File: src/rtl/shader_pkg.sv
// Shared texture-cache types: texel type, cache geometry and the DMA producer state encoding.
package shader_pkg;
  localparam int TCACHE_WIDTH = 8;
  localparam int NTEX         = TCACHE_WIDTH * TCACHE_WIDTH;

  typedef logic [3:0] texel_t;

  typedef enum logic [2:0] {
    IDLE,
    FILL,
    ISSUE,
    HOLD,
    DONE
  } state_t;
endpackage

File: src/rtl/shader_tcache_dma_lane.sv
// One staging texel of the DMA image: data register plus its write-enable mask bit.
module shader_tcache_dma_lane
  import shader_pkg::*;
(
  input  logic   aclk,
  input  logic   aresetn,
  input  logic   we,
  input  logic   clr,
  input  texel_t din,
  output texel_t data,
  output logic   mask
);

  // Data survives mask clears so a later partial fill only overwrites what it touches.
  always_ff @(posedge aclk or negedge aresetn) begin
    if (!aresetn) begin
      data <= '0;
      mask <= 1'b0;
    end else if (we) begin
      data <= din;
      mask <= 1'b1;
    end else if (clr) begin
      mask <= 1'b0;
    end
  end

endmodule

File: src/rtl/shader_tcache_dma.sv
// DMA producer for shader_tcache: stages a streamed texel fill, then issues one masked 4-cycle burst.
module shader_tcache_dma
  import shader_pkg::*;
#(
  parameter int TCACHE_SIZE = 3,
  parameter int WORD_TEXELS = 8
) (
  input  logic                       aclk,
  input  logic                       aresetn,
  input  logic                       cmd_valid,
  output logic                       cmd_ready,
  input  logic [2*TCACHE_SIZE-1:0]   cmd_start,
  input  logic [2*TCACHE_SIZE:0]     cmd_count,
  input  logic                       s_valid,
  output logic                       s_ready,
  input  logic [4*WORD_TEXELS-1:0]   s_data,
  input  logic                       tc_idle,
  output logic                       strobe,
  output logic                       dma_en,
  output texel_t                     dma_data [(2**TCACHE_SIZE)**2],
  output logic [(2**TCACHE_SIZE)**2-1:0] dma_mask,
  output logic                       busy,
  output logic                       done
);

  localparam int LANES = (2**TCACHE_SIZE)**2;
  localparam int IDX_W = 2*TCACHE_SIZE;
  localparam int REM_W = IDX_W + 1;
  localparam int SEL_W = (WORD_TEXELS > 1) ? $clog2(WORD_TEXELS) : 1;
  localparam logic [REM_W-1:0] WORD_N  = REM_W'(WORD_TEXELS);
  localparam logic [REM_W-1:0] LANES_N = REM_W'(LANES);
  localparam logic [IDX_W-1:0] PTR_STEP = IDX_W'(WORD_TEXELS);

  state_t           state;
  logic [IDX_W-1:0] ptr;
  logic [REM_W-1:0] rem;
  logic [REM_W-1:0] rem_after;
  logic [1:0]       hold_cnt;
  logic             beat;
  logic             mask_clr;

  assign beat      = s_valid & s_ready;
  assign rem_after = (rem > WORD_N) ? rem - WORD_N : '0;
  assign mask_clr  = (cmd_valid & cmd_ready) | ((state == HOLD) && (hold_cnt == 2'd3));

  always_ff @(posedge aclk or negedge aresetn) begin
    if (!aresetn) begin
      state     <= IDLE;
      ptr       <= '0;
      rem       <= '0;
      hold_cnt  <= '0;
      cmd_ready <= 1'b1;
      s_ready   <= 1'b0;
      strobe    <= 1'b0;
      dma_en    <= 1'b0;
      busy      <= 1'b0;
      done      <= 1'b0;
    end else begin
      strobe <= 1'b0;
      done   <= 1'b0;
      case (state)
        IDLE: begin
          if (cmd_valid) begin
            ptr       <= cmd_start;
            rem       <= (cmd_count > LANES_N) ? LANES_N : cmd_count;
            busy      <= 1'b1;
            cmd_ready <= 1'b0;
            if (cmd_count == '0) begin
              state <= DONE;
            end else begin
              state   <= FILL;
              s_ready <= 1'b1;
            end
          end
        end
        FILL: begin
          if (beat) begin
            ptr <= ptr + PTR_STEP;
            rem <= rem_after;
            if (rem_after == '0) begin
              s_ready <= 1'b0;
              state   <= ISSUE;
            end
          end
        end
        ISSUE: begin
          if (tc_idle) begin
            strobe   <= 1'b1;
            dma_en   <= 1'b1;
            hold_cnt <= '0;
            state    <= HOLD;
          end
        end
        HOLD: begin
          // Four dma_en cycles track the cache's three-step state walk plus the strobe cycle.
          hold_cnt <= hold_cnt + 2'd1;
          if (hold_cnt == 2'd3) begin
            dma_en <= 1'b0;
            state  <= DONE;
          end
        end
        DONE: begin
          done      <= 1'b1;
          busy      <= 1'b0;
          cmd_ready <= 1'b1;
          state     <= IDLE;
        end
        default: state <= IDLE;
      endcase
    end
  end

  for (genvar i = 0; i < LANES; i++) begin : g_lane
    logic [IDX_W-1:0] off;
    logic             lane_we;
    texel_t           lane_din;

    // Offset of this texel from the beat's base pointer, wrapping modulo the cache size.
    assign off      = IDX_W'(i) - ptr;
    assign lane_we  = beat && ({1'b0, off} < WORD_N) && ({1'b0, off} < rem);
    assign lane_din = s_data[{off[SEL_W-1:0], 2'b00} +: 4];

    shader_tcache_dma_lane u_lane (
      .aclk    (aclk),
      .aresetn (aresetn),
      .we      (lane_we),
      .clr     (mask_clr),
      .din     (lane_din),
      .data    (dma_data[i]),
      .mask    (dma_mask[i])
    );
  end

endmodule

File: config.mk
export PLATFORM = sky130hd
export DESIGN_NAME = shader_tcache_dma
export DESIGN_NICKNAME = d
export VERILOG_FILES = /design/src/rtl/shader_pkg.sv /design/src/rtl/shader_tcache_dma_lane.sv /design/src/rtl/shader_tcache_dma.sv
export SDC_FILE = /design/constraint.sdc
export NUM_CORES = 1
export LEC_CHECK = 0
export BUFFER_PORTS_ARGS = -buffer_cell sky130_fd_sc_hd__buf_2
export CAP_MARGIN = 20
export CORE_MARGIN = 1
export CORE_UTILIZATION = 56
export DETAILED_ROUTE_END_ITERATION = 8
export MAX_ROUTING_LAYER = met4
export PLACE_DENSITY = 0.8
export SYNTH_ARGS = -nofsm -noshare
export SYNTH_HDL_FRONTEND = slang
export SYNTH_SLANG_ARGS = --single-unit
File: constraint.sdc
create_clock -name aclk -period 11.74 [get_ports aclk]
set_input_delay 1.174 -clock aclk [delete_from_list [all_inputs] [get_ports aclk]]
set_output_delay 1.174 -clock aclk [all_outputs]
set_load 0.03 [all_outputs]
-- After elaboration in Yosys (flattened, before gate mapping)
Index checks and enable logic that the tools add are counted.
- input port bits: 50
- output and inout port bits: 326
- register bits after elaboration: 344
- logic and storage cells: 715
- reductions and logical operators: 205
- eq/ne operators: 11
- magnitude comparators: 130
- add/sub/neg operators: 67
- muxes and demuxes: 97
- bitwise operators: 3
- shift-type cells: 64
- operators by type and width (operator ; count):
    $shiftx 32x6->4 ; 64
    $lt 6x7->1 ; 64
    $lt 6x4->1 const B ; 64
    $sub 6x6->6 const A ; 32
    $reduce_bool 2->1 ; 67
    $logic_and 1x1->1 ; 129
    $sub 5x6->6 const A ; 16
    $mux 1 ; 76
    $sub 4x6->6 const A ; 8
    $mux 7 ; 4
    $sub 3x6->6 const A ; 4
    $mux 3 ; 6
    $logic_not 7->1 ; 2
    $pmux 7 s2 ; 1
    $mux 6 ; 2
    $pmux 3 s4 ; 1
    $pmux 6 s2 ; 1
    $sub 1x6->6 const A ; 2
    $sub 2x6->6 const A ; 2
    $ne 2x2->1 const B ; 5
    $reduce_and 5->1 ; 2
    $pmux 1 s2 ; 4
    $gt 7x4->1 const B ; 1
    $gt 7x7->1 const B ; 1
    15 further kinds ; 19

-- Longest topological paths before layout
- word-level depth: 6
- depth in mapped cells: 14
- mapped depth without buffers: 12

-- Hierarchy
Synthesis repeated with hierarchy kept, for this count alone.
- cell total of the unflattened synthesis: 1612
- area, all modules: 18729.2 sq um
- modules (own cells, without submodules) (module ; cells each ; sequential area each (sq um) ; instances ; area each (sq um)):
    shader_tcache_dma_lane ; 11 ; 125.1 ; 64 ; 182.7
    shader_tcache_dma ; 908 ; 601.8 ; 1 ; 7038.0

-- Worst setup path before layout
Ideal clock, no wire load.
- kind: flip-flop to flip-flop
- start: register ptr[0]
- end: register g_lane[36].u_lane.data[0]
- path buffers: 3
- data required time: 11615 ps
- cell stages (with the launch flop): 14
- path slack: 7533 ps
- arrival: 4082 ps
- clock period less this slack: 4207 ps
- setup time: 125 ps
- cell sequence: dfrtp_1 > buf_6 > buf_2 > buf_2 > inv_1 > ha_1 > xnor2_1 > clkinv_1 > ha_1 > a21o_1 > a31oi_1 > o21ai_0 > a2111o_1 > mux2_2
- longest elaborated chain between the ends: 4
- elaborated cells between the ends (all ways): 6
- classes of those cells: add/sub: 1; order compare: 2; shift: 1; reduce/logical: 2
- ends and longest elaborated chain (element ; line ; source):
    start, declared ; shader_tcache_dma.sv:35 ; logic [IDX_W-1:0] ptr;
    start signal, assigned ; shader_tcache_dma.sv:64 ; ptr <= cmd_start;
    start signal, assigned ; shader_tcache_dma.sv:78 ; ptr <= ptr + PTR_STEP;
    $sub 6x6->6 * ; shader_tcache_dma.sv:119 ; assign off = IDX_W'(i) - ptr;
    $lt 6x4->1 ; shader_tcache_dma.sv:120 ; assign lane_we = beat && ({1'b0, off} < WORD_N) && ({1'b0, off} < rem);
    $logic_and 1x1->1 (2 in a row) ; shader_tcache_dma.sv:120 ;
    end signal, assigned ; shader_tcache_dma_lane.sv:20 ; data <= din;
    end, declared ; shader_tcache_dma_lane.sv:10 ; output texel_t data,
Mark *: on every way between the ends. The rest lies on a longest branch, timed or not.
A chain may end at the register's enable or synchronous reset.

-- Worst setup path in the final report
- start: register ptr[1]
- end: register g_lane[60].u_lane.data[3]
- longest elaborated chain between the ends: 4
- elaborated cells between the ends (all ways): 6
- classes of those cells: add/sub: 1; order compare: 2; shift: 1; reduce/logical: 2
- ends and longest elaborated chain (element ; line):
    $sub 6x6->6 * ; shader_tcache_dma.sv:119
    $lt 6x4->1 ; shader_tcache_dma.sv:120
    $logic_and 1x1->1 (2 in a row) ; shader_tcache_dma.sv:120
    end signal, assigned ; shader_tcache_dma_lane.sv:20
    end, declared ; shader_tcache_dma_lane.sv:10
Marked as above.

==> impl_metrics.yaml <==
floorplanning:
  num_rows: 69
  core_sq_um: 35480
  die_area_sq_um: 36730
  initial_core_util: 0.5677
  die_x_um: 191.7
  die_h_um: 191.7
  ios: 376
routing:
  routed.top_layer: "met4"
  drc: 0
  wl_met2_um: 26410
  post_drt_wl_per_cell_um: 21.59
  wl_met1_um: 22790
  drtPass1Iterations: 7
  wl_met3_um: 4182
  viasPerCell: 5.926
  vias: 15080
  ant_nets: 0
  drt_iter0_drc: 993
  wl_um: 54950
sta:
  fmax_mhz: 194.5
  rsz0062_at_grt: "no"
  drv_slew: 0
  fin_ws_ns: 6.599
  tightest_slew_ns: 1.055
  period_minus_slack_ns: 5.141
  slew_headroom: 0.2968
  hold_viol: 0
  fin_crit_sh: 0.4379
  skew_ns: 0.03059
  setup_viol: 0
  final.setup.tns_ns: 0
outcome:
  outcome: "completed"
grt:
  antenna_found_initial: 2
  grtUsageTotal: 0.3069
  first_global_vias: 15130
  grt_start_max_net_pins: 129
  grt-ovfl-total: 0
  grt_pass1_wl_um: 84160
synth:
  synthArstFlopShare: 1.000
  ys_seq_area_frac: 0.4274
  yosysWarnings: 0
  ys.flop_type: "dfrtp_1"
  mappedNetlistNets: 1944
  avgSynthCellArea_sq_um: 11.56
  ys_types: 85
  netlist_area_sq_um: 20140
  synth-seq-cells: 344
  synth_cells: 1743
  synth_edf_count: 0
setup_path:
  cp_num_buf_inv: 2
  crit_path_start_kind: "flop"
  cp.depth: 10
  path_delay_family: "flip-flops"
  end_kind: "flop"
  required_ns: 12.17
  arrival_ns: 5.57
  crit_type: "reg -> reg"
  r2r_cells: 10
  path_max_fanout: 27
  crit_top_cell: "ha_1"
  cpPeakStageDelay_ns: 1.04
  crit_chain: "inv_1 -> ha_1 -> xnor2_1 -> clkinv_1 -> ha_1 -> a21o_1 -> a31oi_1 -> nor3_1 -> nor4_2 -> mux2_2"
  crit_slowest_cell: "dfrtp_1"
clock_tree:
  path_clk_slew_ns: 0.07
  cts_buffers: 37
  cts.sinks: 344
  cts_buffer_depth: 3
  post_cts_buffers: 0
  insertion_delay_ns: 0.57
  postCtsHoldBufs: 0
  ctsResizeCount: 0
  tritoncts: "yes"
  cts_max_level: 2
  root_buffer: "clkbuf_16"
finish:
  final_net_count: 2256
  final_area_sq_um: 23280
  synthToLayoutAreaGrowth_pct: 15.55
  drive_above_1_share: 0.3818
placement:
  dp_slack_ns: 6.706
  placed_area_sq_um: 21990
  gp_congestion: 0.9875
  dp_hpwl_um: 41310
  port-buffer-count: 375
hold_path:
  hold_depth: 2
  hold_path.class: "reg -> reg"
job:
  drv_cap: 0
[layout make-up]
type                    instances  area, sq um
well taps                     461        576.8
clock inverters                17        250.2
clock buffers                  49         1011
repair buffers                390         2012
multi-input cells            1202        10510
inverters                      80        300.3
fillers                      2715        12210
diodes                          2        5.005
flip-flops and latches        344         8612
[through the flow]
stage | utilization | hold slack (ns) | cells
after global placement | 0.6197 | 0.4450 | 2476
after CTS | 0.6553 | 0.4728 | 2542
final | 0.6560 | 0.4667 | 2545
after global routing | 0.6560 | 0.4793 | 2545
after detailed placement | 0.6197 | 0.4581 | 2476
after floorplan | - | 0.4400 | 1743
[final timing paths]
path / startpoint / endpoint / slack [ns]
min in group asynchronous: aresetn / g_lane[27].u_lane.data[1] / 0.71
worst max-delay path: ptr[1] / g_lane[60].u_lane.data[3] / 6.60
worst min register to register: g_lane[6].u_lane.mask / g_lane[6].u_lane.mask / 0.47
max in group asynchronous: aresetn / g_lane[61].u_lane.data[1] / 8.67
worst min-delay path: g_lane[6].u_lane.mask / g_lane[6].u_lane.mask / 0.47
worst max register to register: ptr[1] / g_lane[60].u_lane.data[3] / 6.60
[cells in the final DEF (no fill, tap or decap), types with 10 or more instances in the layout]
| cell | n |
|---|---|
| clkbuf_16 | 37 |
| nor3_1 | 23 |
| a21o_1 | 58 |
| mux4_2 | 33 |
| nand2_1 | 208 |
| nand3_1 | 28 |
| nor2b_1 | 41 |
| buf_4 | 14 |
| nand2b_1 | 10 |
| buf_2 | 374 |
| xnor2_1 | 33 |
| a31oi_1 | 18 |
| o211ai_1 | 16 |
| dfrtp_1 | 341 |
| ha_1 | 151 |
| a21oi_1 | 69 |
| mux2_2 | 255 |
| inv_1 | 72 |
| o21ai_0 | 43 |
| a2111oi_4 | 17 |
| nor2_1 | 52 |
[flip-flops by register name (all words and copies together) (netlist names)]
signal and flops:
g_lane.u_lane.mask 64, state 3, dma_en 1, ptr 6, strobe 1, busy 1
done 1, hold_cnt 2, cmd_ready 1, rem 7, g_lane.u_lane.data 256, s_ready 1
[cells by family after synthesis]
| kind of cell | count (synthesis) | synth area share |
|---|---|---|
| buffers and inverters | 197 | 0.05186 |
| xor gates and xnor gates | 43 | 0.02056 |
| adders and majority gates | 151 | 0.09379 |
| and+or+nand+nor | 413 | 0.1016 |
| DFF | 344 | 0.4274 |
| AOI/OAI and AO/OA | 302 | 0.1226 |
| muxes | 293 | 0.1822 |
[tightest hold or removal path, cell delays in order (launching register included)]
cell,delay [ns]
dfrtp_1,0.33
nand2_1,0.05
nand2_1,0.05
[cells in the mapped netlist, drive strengths merged, types with 23 or more instances]
cell | instances | area, sq um
a21o | 58 | 435.4
a21oi | 69 | 345.3
buf | 96 | 664.4
dfrtp | 343 | 8583
ha | 151 | 1889
inv | 74 | 277.8
mux2 | 259 | 2917
mux4 | 33 | 743.2
nand2 | 208 | 780.8
nand3 | 28 | 140.1
nor2 | 52 | 195.2
nor2b | 42 | 265.3
nor3 | 23 | 115.1
o21ai | 50 | 261.5
xnor2 | 38 | 370.4
[metal layers]
metal / vias up / track usage
met5: - / -
met4: 0 / 0.1105
met3: 113 / 0.06212
met2: 607 / 0.4896
met1: 7513 / 0.3870
li1: 6848 / -
Power is not shown: default switching activity piles up to over one toggle a cycle in this logic, so the estimate is an artifact.
